**src/rtl/dymfns_decoder_9x9_seq.sv**
```systemverilog
// Sequential 9x9 Dy-MFNS receive decoder: one shared Fibonacci-weight group
// decoder walks the nine codeword groups, one per cycle, behind valid/ready.
module dymfns_decoder_9x9_seq #(
    parameter int NUM_GROUPS = 9,
    parameter int GROUP_W    = 9,
    parameter int DATA_W     = 6
) (
    input  logic        clk,
    input  logic        rst,
    input  logic        cw_valid,
    output logic        cw_ready,
    input  logic [80:0] cw_in,
    output logic        data_valid,
    input  logic        data_ready,
    output logic [53:0] data_out,
    output logic [8:0]  err_out,
    output logic        busy
);

    localparam int CW_W  = NUM_GROUPS * GROUP_W;
    localparam int OUT_W = NUM_GROUPS * DATA_W;
    localparam logic [3:0] LAST_GRP = 4'(NUM_GROUPS - 1);
    localparam logic [6:0] WEIGHT [GROUP_W] = '{7'd1, 7'd1, 7'd2, 7'd3, 7'd5,
                                                 7'd8, 7'd13, 7'd21, 7'd34};

    typedef enum logic [1:0] {
        IDLE   = 2'd0,
        DECODE = 2'd1,
        DONE   = 2'd2
    } state_t;

    state_t                  state_q, state_d;
    logic [3:0]              cnt_q, cnt_d;
    logic [CW_W-1:0]         cw_q, cw_d;
    logic [OUT_W-1:0]        data_q, data_d;
    logic [NUM_GROUPS-1:0]   err_q, err_d;
    logic                    cw_ready_q, cw_ready_d;
    logic                    data_valid_q, data_valid_d;

    logic [GROUP_W-1:0]      grp_arr [NUM_GROUPS];
    logic [GROUP_W-1:0]      grp_sel;
    logic [6:0]              term [GROUP_W];
    logic [6:0]              grp_sum;

    genvar gi;
    generate
        for (gi = 0; gi < NUM_GROUPS; gi++) begin : g_split
            assign grp_arr[gi] = cw_q[gi*GROUP_W +: GROUP_W];
        end
    endgenerate

    assign grp_sel = (cnt_q <= LAST_GRP) ? grp_arr[cnt_q] : '0;

    generate
        for (gi = 0; gi < GROUP_W; gi++) begin : g_term
            assign term[gi] = grp_sel[gi] ? WEIGHT[gi] : 7'd0;
        end
    endgenerate

    // Max weighted sum is 88, so 7 bits never overflow.
    always_comb begin
        grp_sum = 7'd0;
        for (int i = 0; i < GROUP_W; i++) begin
            grp_sum = grp_sum + term[i];
        end
    end

    always_comb begin
        state_d      = state_q;
        cnt_d        = cnt_q;
        cw_d         = cw_q;
        data_d       = data_q;
        err_d        = err_q;
        cw_ready_d   = cw_ready_q;
        data_valid_d = data_valid_q;
        case (state_q)
            IDLE: begin
                cw_ready_d   = 1'b1;
                data_valid_d = 1'b0;
                if (cw_valid && cw_ready_q) begin
                    cw_d       = cw_in;
                    data_d     = '0;
                    err_d      = '0;
                    cnt_d      = 4'd0;
                    cw_ready_d = 1'b0;
                    state_d    = DECODE;
                end
            end
            DECODE: begin
                cw_ready_d = 1'b0;
                if (cnt_q > LAST_GRP) begin
                    cnt_d      = 4'd0;
                    cw_ready_d = 1'b1;
                    state_d    = IDLE;
                end else begin
                    for (int k = 0; k < NUM_GROUPS; k++) begin
                        if (cnt_q == 4'(k)) begin
                            data_d[k*DATA_W +: DATA_W] = grp_sum[DATA_W-1:0];
                            err_d[k]                   = (grp_sum > 7'd63);
                        end
                    end
                    if (cnt_q == LAST_GRP) begin
                        cnt_d        = 4'd0;
                        data_valid_d = 1'b1;
                        state_d      = DONE;
                    end else begin
                        cnt_d = cnt_q + 4'd1;
                    end
                end
            end
            DONE: begin
                data_valid_d = 1'b1;
                if (data_ready) begin
                    data_valid_d = 1'b0;
                    cw_ready_d   = 1'b1;
                    state_d      = IDLE;
                end
            end
            default: begin
                cnt_d        = 4'd0;
                cw_ready_d   = 1'b1;
                data_valid_d = 1'b0;
                state_d      = IDLE;
            end
        endcase
    end

    always_ff @(posedge clk or posedge rst) begin
        if (rst) begin
            state_q      <= IDLE;
            cnt_q        <= 4'd0;
            cw_q         <= '0;
            data_q       <= '0;
            err_q        <= '0;
            cw_ready_q   <= 1'b1;
            data_valid_q <= 1'b0;
        end else begin
            state_q      <= state_d;
            cnt_q        <= cnt_d;
            cw_q         <= cw_d;
            data_q       <= data_d;
            err_q        <= err_d;
            cw_ready_q   <= cw_ready_d;
            data_valid_q <= data_valid_d;
        end
    end

    assign cw_ready   = cw_ready_q;
    assign data_valid = data_valid_q;
    assign data_out   = data_q;
    assign err_out    = err_q;
    assign busy       = (state_q == DECODE) || (state_q == DONE);

endmodule

```
**config.mk**
```make
export PLATFORM = sky130hd
export DESIGN_NAME = dymfns_decoder_9x9_seq
export DESIGN_NICKNAME = d
export VERILOG_FILES = /design/src/rtl/dymfns_decoder_9x9_seq.sv
export SDC_FILE = /design/constraint.sdc
export NUM_CORES = 1
export LEC_CHECK = 0
export BUFFER_PORTS_ARGS = -buffer_cell sky130_fd_sc_hd__buf_2
export CAP_MARGIN = 20
export CORE_MARGIN = 3
export CORE_UTILIZATION = 59
export CTS_CLUSTER_SIZE = 8
export DETAILED_ROUTE_END_ITERATION = 16
export GPL_TIMING_DRIVEN = 0
export PLACE_DENSITY_LB_ADDON = 0.12
export SYNTH_ARGS = -nofsm -noshare
export SYNTH_HDL_FRONTEND = slang
export SYNTH_SLANG_ARGS = --single-unit
```
**constraint.sdc**
```tcl
create_clock -name clk -period 9.85 [get_ports clk]
set_clock_uncertainty 0.15 [all_clocks]
set_input_delay 0.985 -clock clk [delete_from_list [all_inputs] [get_ports clk]]
set_output_delay 0.985 -clock clk [all_outputs]
set_load 0.05 [all_outputs]
```
# Word-level counts from Yosys, hierarchy flattened
# Cells that the tools add are included.
[word_totals]
wordCells = 133
output_inout_bits = 66
ff_bits = 152
inputBits = 85
[classes]
eq_ne = 23
magnitude_cmp = 4
n_mux = 54
n_reduce_logical = 18
add_sub_neg = 9
n_bitwise = 2
[ops]
columns = ["cell", "count"]
rows = [
  ["$mux W54", 2],
  ["$pmux W54 S2", 1],
  ["$mux W6", 10],
  ["$mux W9", 5],
  ["$bmux W9 S4", 1],
  ["$reduce_and A4 Y1", 9],
  ["$ne A2 B2 Y1 const B", 12],
  ["$mux W4", 5],
  ["$pmux W9 S2", 1],
  ["$mux W1", 17],
  ["$eq A4 B3 Y1 const B", 4],
  ["$mux W2", 6],
  ["$pmux W4 S3", 1],
  ["$eq A4 B2 Y1 const B", 2],
  ["$add A6 B4 Y7", 1],
  ["$add A7 B5 Y7", 1],
  ["$add A7 B6 Y7", 1],
  ["$gt A7 B6 Y1 const B", 1],
  ["$add A5 B4 Y6", 1],
  ["$pmux W2 S3", 1],
  ["$reduce_and A2 Y1", 3],
  ["$add A4 B3 Y5", 1],
  ["$ge A5 B5 Y1 const B", 1],
  ["$mux W5", 1],
  ["other kinds (22)", 22],
]

# Depth between registers and ports, before layout
# Gate-level depths: netlist (run 1).
[logic_depth]
word_depth = 18
ltp_mapped = 18
mapped_depth_nobuf = 15

# Worst setup path before layout (run 1)
# Ideal clock, no wire load.
[synth_path]
path_type = "register to register"
start = "register cnt_q[0]"
end = "register data_q[46] (netlist: data_out[46])"
slack_ps = 5286
period_less_slack_ps = 4564
setup_ps = 125
path_stages_with_launch = 19
required_time_ps = 9575
arrival_time_ps = 4290
n_path_buf = 3
cell_sequence = "dfrtp_1 -> buf_6 -> buf_8 -> buf_2 -> inv_1 -> ha_1 -> nand3b_1 -> nor3_4 -> nand2_1 -> and2_1 -> fa_1 -> inv_1 -> fa_1 -> ha_1 -> fa_1 -> a211oi_1 -> or3_4 -> a21oi_4 -> mux2_2"
[synth_between]
elab_chain_cells = 17
elab_cells_between_ends = 31
cone_classes = "add/sub: 8; order compare: 2; eq/ne: 3; mux: 16; bitwise: 1; reduce/logical: 1"
[synth_lines]
columns = ["item", "line", "source"]
rows = [
  ["from (decl)", "33", "logic [3:0] cnt_q, cnt_d;"],
  ["from (signal assigned)", "139", "cnt_q <= cnt_d;"],
  ["$not A4 Y5 (not written as such)", "52", "assign grp_sel = (cnt_q <= LAST_GRP) ? grp_arr[cnt_q] : '0;"],
  ["$bmux W9 S4", "52", ""],
  ["$mux W9 (not written as such) (2 in series)", "52", ""],
  ["$mux W9", "52", ""],
  ["$mux W1", "56", "assign term[gi] = grp_sel[gi] ? WEIGHT[gi] : 7'd0;"],
  ["$add A1 B1 Y2", "64", "grp_sum = grp_sum + term[i];"],
  ["$add A2 B2 Y3", "64", ""],
  ["$add A3 B2 Y4", "64", ""],
  ["$add A4 B3 Y5", "64", ""],
  ["$add A5 B4 Y6", "64", ""],
  ["$add A6 B4 Y7", "64", ""],
  ["$add A7 B5 Y7", "64", ""],
  ["$add A7 B6 Y7", "64", ""],
  ["$mux W6", "97", "if (cnt_q == 4'(k)) begin"],
  ["$mux W54", "91", "if (cnt_q > LAST_GRP) begin"],
  ["$pmux W54 S2", "76", "case (state_q)"],
  ["to (signal assigned)", "141", "data_q <= data_d;"],
  ["to (decl)", "35", "logic [OUT_W-1:0] data_q, data_d;"],
]
# Several ways; a longest one is shown, not always the timed one. The select of a mux whose other input is x is not followed.
# A chain may end at the register's enable or synchronous reset.

# Worst setup path in the final report (run 1)
[layout_path]
start = "register cnt_q[0]"
end = "register err_q[1] (netlist: err_out[1])"
[layout_between]
elab_chain_cells = 18
elab_cells_between_ends = 32
cone_classes = "add/sub: 8; order compare: 3; eq/ne: 3; mux: 16; bitwise: 1; reduce/logical: 1"
[layout_lines]
columns = ["item", "line", "source"]
rows = [
  ["$not A4 Y5 (not written as such)", "52", ""],
  ["$bmux W9 S4", "52", ""],
  ["$mux W9 (not written as such) (2 in series)", "52", ""],
  ["$mux W9", "52", ""],
  ["$mux W1", "56", ""],
  ["$add A1 B1 Y2", "64", ""],
  ["$add A2 B2 Y3", "64", ""],
  ["$add A3 B2 Y4", "64", ""],
  ["$add A4 B3 Y5", "64", ""],
  ["$add A5 B4 Y6", "64", ""],
  ["$add A6 B4 Y7", "64", ""],
  ["$add A7 B5 Y7", "64", ""],
  ["$add A7 B6 Y7", "64", ""],
  ["$gt A7 B6 Y1", "99", "err_d[k] = (grp_sum > 7'd63);"],
  ["$mux W1", "97", ""],
  ["$mux W9", "91", ""],
  ["$pmux W9 S2", "76", ""],
  ["to (signal assigned)", "142", "err_q <= err_d;"],
  ["to (decl)", "36", "logic [NUM_GROUPS-1:0] err_q, err_d;"],
]
# Several ways; a longest one is shown, not always the timed one. The select of a mux whose other input is x is not followed.

==> results of run 1 <==
[worst max path at each step]
stage	slack, ps	startpoint	to	cells after the start
finish	4450	cnt_q[0]	err_out[1]	18
CTS	4430	cnt_q[0]	err_out[1]	18
global placement	3210	rst	data_out[30]	2
floorplan	4620	rst	cnt_q[0]	1
global route	4030	cnt_q[0]	err_out[2]	18
detailed placement	4440	cnt_q[0]	err_out[1]	18
[critical path, stage by stage, from the launching register on]
cell,delay [ps]
dfrtp_1,410
buf_6,160
buf_8,160
buf_2,210
inv_1,130
ha_1,240
nand3b_1,330
nor3_4,410
nand2_1,110
and2_1,170
fa_1,530
inv_1,50
fa_1,430
ha_1,220
fa_1,410
a211oi_1,350
o21ai_0,140
o211ai_1,400
o21ai_0,210
[cells in the mapped netlist, drive strengths merged (2+ instances only)]
master and instances:
a21boi 2, a21oi 7, a22o 2, a22oi 6, and2 3, and4b 5, and4bb 4, buf 30
dfrtp 151, fa 5, ha 18, inv 10, mux2 92, mux2i 3, mux4 17, nand2 81
nand2b 4, nand3 4, nand4 2, nor2 7, nor3 4, o21ai 65, o22ai 3, o41ai 8
or3 2
[state kept, by name, summed over array words and instances (netlist names)]
signal      count
cw_ready        1
data_valid      1
cnt_q           4
state_q         2
err_out         9
data_out       54
cw_q           81
[kinds of logic after synthesis]
family / Yosys count
simple gates: 120
mux: 112
xor+xnor: 1
compound gates: 101
buf+inv: 41
flops: 152
fa+ha+maj: 23
[per-layer routing]
layer / wire [um] / GRT usage (%) / vias up / share of wire [%]
met3: 974 / 7.26 / 29 / 5.9
met2: 8450 / 43.9 / 162 / 51
li1: - / - / 2331 / -
met1: 6670 / 32.8 / 2509 / 40
met5: 0 / 0 / - / 0
met4: 386 / 10.0 / 0 / 2.3
[metrics by stage]
| stage | setup WS [ps] | std cells |
|---|---|---|
| after floorplan | 4620 | 550 |
| after global placement | 3210 | 843 |
| after detailed placement | 4440 | 844 |
| after CTS | 4430 | 876 |
| after global routing | 4030 | 876 |
| final | 4450 | 876 |
[area by class of cell]
cell class,instances,area (um2)
multi-input cells,357,3030
fillers,783,2940
plain buffers,31,211
inverters,10,42.5
clock buffers,18,439
well taps,143,179
repair buffers,151,778
flip-flops and latches,152,3800
clock inverters,14,148
==> out/qor.yml, run 1 <==
reg2reg_slack_ps: 4450
wl_um: 16500
slew_headroom_pct: 44.2
coreArea_mm2: 0.0116
yosysWarnings: 0
synth_top_area_share_pct: 53.4
syn_inst: 550
tns_ps: 0
syn2layout_area_growth_pct: 21.9
fin_area_mm2: 0.00863
synthXorXnorAreaFrac_pct: 0.124
period_share_pct: 54.8
tightest_slew_ps: 834
io_pins: 151
cts_hold_buf: 0
cts_buffer_depth: 2
final_common_cell: "buf_2"
synthDistinctLibCells: 53
drive_above_1_share_pct: 45.8
synth_top_family_by_area: "multiplexers"
startpoint_type: "register"
grt_pass1_wl_um: 26500
holdPathStages: 2
slew_viol_final: 0
synth-compound-area-share_pct: 8.92
endpoint_kind: "register"
drv_cap: 0
drt-initial-drc-count: 405
hold_path.class: "register to register"
fp-row-count: 39
clk_pin_slew_ps: 60
rr_worst_depth: 18
ant_nets: 0
setup-violations-final: 0
dp_hpwl_um: 11700
yosys-top-cells-area: "dfrtp_1 (53%), mux2_2 (15%), nand2_1 (4.3%), o21ai_0 (3.8%), mux4_2 (3.5%)"
synth_edf_count: 0
grt_overflow: 0
layout.nets: 828
final_util_pct: 74.6
synth_mux_area_share_pct: 20.8
arrival_ps: 5510
n_antenna_cell: 0
clock.fmax_mhz: 185
r2r-start: "cnt_q[0]"
postCtsSetupRepairBufs: 0
crit_path_max_fanout: 10
wl_per_cell_um: 18.8
drt_pass1_iterations: 4
worstPathRequired_ps: 9960
rsz0062_at_grt: "false"
die_w_um: 116
routabilityCongestion: 0.863
clkLatencyLatePin_ps: 430
period_needed_ps: 5400
cts_tree: "done"
synth_fa_ha_area_share_pct: 4.59
criticalPathCategory: "register to register"
vias: 5031
final_cell_mix: "buf_2 (172), dfrtp_1 (151), mux2_2 (92)"
grtUsageTotal_pct: 26.3
hold_viol_final: 0
synth-simple-area-share_pct: 8.32
portBuffers: 150
syn_area_mm2: 0.00708
fp.dieH_um: 116
dieArea_mm2: 0.0134
synthArstFlopShare_pct: 100
syn-num-nets: 658
worstHoldStart: "data_out[19]"
grt_pass1_vias: 5188
antenna_found_initial: 0
start_util_pct: 61.2
cts_buffers: 17
syn_avg_cell_area_um2: 12.9
r2r-end: "err_out[1]"
drc: 0
ys_seq_area_share_pct: 53.7
status: "finished clean"
cts_resized: 0
cts-htree-levels: 4
synth.largest_area_cell: "dfrtp_1"
clock_sinks: 152
grt_max_degree: 78
whs_ps: 326
cts_root_buffer: "clkbuf_16"
synthFlopType: "dfrtp_1"
synth-seq-cells: 152
whs_endpoint: "data_out[19]"
place_area_mm2: 0.00804
vias_per_cell: 5.74
Power of run 1 is left out: the tool's default activity adds up to more than one toggle a clock period on the data nets, which glitch-free logic cannot reach.
==> inputs of run 2 (changes only) <==
CORE_UTILIZATION = 55   (was 59)
clock period = 5 ns   (was 9.85 ns; I/O delays follow)
==> out/qor.yml, run 2 (same netlist as run 1, synthesis figures left out) <==
criticalPathCategory: "register to register"
vias_per_cell: 5.51  # -4.1%
cp-startpoint: "cnt_q[0]"
largest_register_ffs: 81  # unchanged
cts_buffers: 17  # unchanged
cts-htree-levels: 4  # unchanged
period_share_pct: 93.6  # +39 points
rsz0062_at_grt: "false"
hold_path.class: "primary input to asynchronous set/reset pin"
cp_slowest_cell: "fa_1"
crit_buf_inv: 6  # +1
drt-initial-drc-count: 389  # -4.0%
endpoint_kind: "register"
ant_nets: 0  # unchanged
drv_cap: 0  # unchanged
startpoint_type: "register"
clkLatencyLatePin_ps: 410  # -20 ps
dieArea_mm2: 0.0143  # +6.9%
fp-row-count: 40  # +2.6%
crit_path_max_incr_delay_ps: 530  # about the same
crit_path_max_fanout: 10  # unchanged
slew_viol_final: 0  # unchanged
coreArea_mm2: 0.0123  # +6.5%
cts_buffer_depth: 2  # unchanged
critical_path.cell_chain: "buf_6, buf_8, clkbuf_4, inv_1, ha_2, nand3b_1, nor3_4, nand2_1, and2_1, fa_1, inv_1, fa_1, ha_1, fa_2, a211oi_4, o21ai_0, o211ai_1, buf_12, o21ai_0"
tns_ps: 0  # unchanged
cp_top_family: "adder cells"
syn2layout_area_growth_pct: 23.7
die_w_um: 119  # +3.4%
layout.nets: 833  # +0.60%
antenna_found_initial: 0  # unchanged
worstPathRequired_ps: 5140  # -4820 ps
start_util_pct: 57.5  # -3.7 points
cts_hold_buf: 0  # unchanged
io_pins: 151  # unchanged
grt_overflow: 0  # unchanged
setup-violations-final: 0  # unchanged
portBuffers: 150  # unchanged
dp_hpwl_um: 11500  # -1.3%
status: "finished clean"
clk_pin_slew_ps: 60  # about the same
drc: 0  # unchanged
clock.fmax_mhz: 214  # +15%
whs_ps: 9.48  # -316 ps
cts_root_buffer: "clkbuf_16"
wl_per_cell_um: 18.0  # -4.3%
drt_pass1_iterations: 4  # unchanged
wl_um: 16300  # -1.0%
fp.dieH_um: 119  # +3.4%
arrival_ps: 4820  # -690 ps
grtUsageTotal_pct: 24.0  # -2.3 points
final_util_pct: 71.1  # -3.5 points
final_cell_mix: "buf_2 (171), dfrtp_1 (151), mux2_2 (92)"
cts_tree: "done"
period_needed_ps: 4680  # -716 ps
hold_viol_final: 0  # unchanged
slew_headroom_pct: 47.6  # +3.4 points
grt_pass1_wl_um: 26400  # -0.60%
r2r-start: "cnt_q[0]"
vias: 4989  # -0.83%
drive_above_1_share_pct: 46.4  # +0.57 points
tightest_slew_ps: 784  # -49.5 ps
grt_max_degree: 90  # +15%
regMostFlops: "cw_q"
clock_sinks: 152  # unchanged
grt_pass1_vias: 5082  # -2.0%
routabilityCongestion: 0.844  # -2.2%
final_common_cell: "buf_2"
[run 2: cell types whose count changed in the layout (fill, tap and decap cells not counted), moves of 2 or more]
cell	delta
buf_4	+3
clkbuf_8	+3
inv_6	-3
clkbuf_1	+2
clkinv_4	-2
clkinvlp_4	-2
[run 2: per-stage QoR]
stage / worst slack [ps] / cell area, um2 / cells
floorplan: 259 / 7080 / 550
global placement: -1190 / 8040 / 868
detailed placement: -523 / 8070 / 869
CTS: 8.53 / 8720 / 904
global route: 79.5 / 8760 / 905
finish: 320 / 8760 / 906
[run 2: what timing repair did]
action | 4_1_cts | 5_1_grt
pin swaps | 3 | 3
gates resized for setup | 0 | 7
cloned | 0 | 1
buffers inserted | 4 | 0
setup endpoints to repair | 26 | 25
[run 2: worst paths after layout]
path,cells past startpoint,slack [ps],to
max,19,320,err_out[4]
min,2,9,cw_q[41]
max reg2reg,19,320,err_out[4]
min reg2reg,2,320,data_out[39]
max in group asynchronous,3,3860,data_out[49]
min in group clk,2,160,cw_q[42]
[run 2: routing by layer]
layer,GRT usage [%],wire length (um),vias up,part of all wire [%]
met5,0,0,-,0
met4,8.30,257,0,1.6
met3,5.79,820,21,5.0
met2,40.7,8340,150,51
met1,30.2,6890,2486,42
li1,-,-,2332,-
[run 2: layout make-up]
class | instances | area (um2)
Multi-Input combinational cell | 358 | 3060
Buffer | 31 | 214
Fill cell | 903 | 3550
Sequential cell | 152 | 3800
Clock buffer | 23 | 488
Clock inverter | 8 | 119
Timing Repair Buffer | 155 | 821
Tap cell | 168 | 210
Inverter | 10 | 42.5
Antenna cell | 1 | 2.50
[run 2: worst register-to-register path, cell delays in order (launching register included)]
cell	delay, ps
dfrtp_1	410
buf_6	170
buf_8	160
clkbuf_4	220
inv_1	130
ha_2	230
nand3b_1	160
nor3_4	190
nand2_1	100
and2_1	160
fa_1	530
inv_1	50
fa_1	450
ha_1	230
fa_2	380
a211oi_4	290
o21ai_0	140
o211ai_1	150
buf_12	170
o21ai_0	100
Power of run 2 is left out for the same reason.
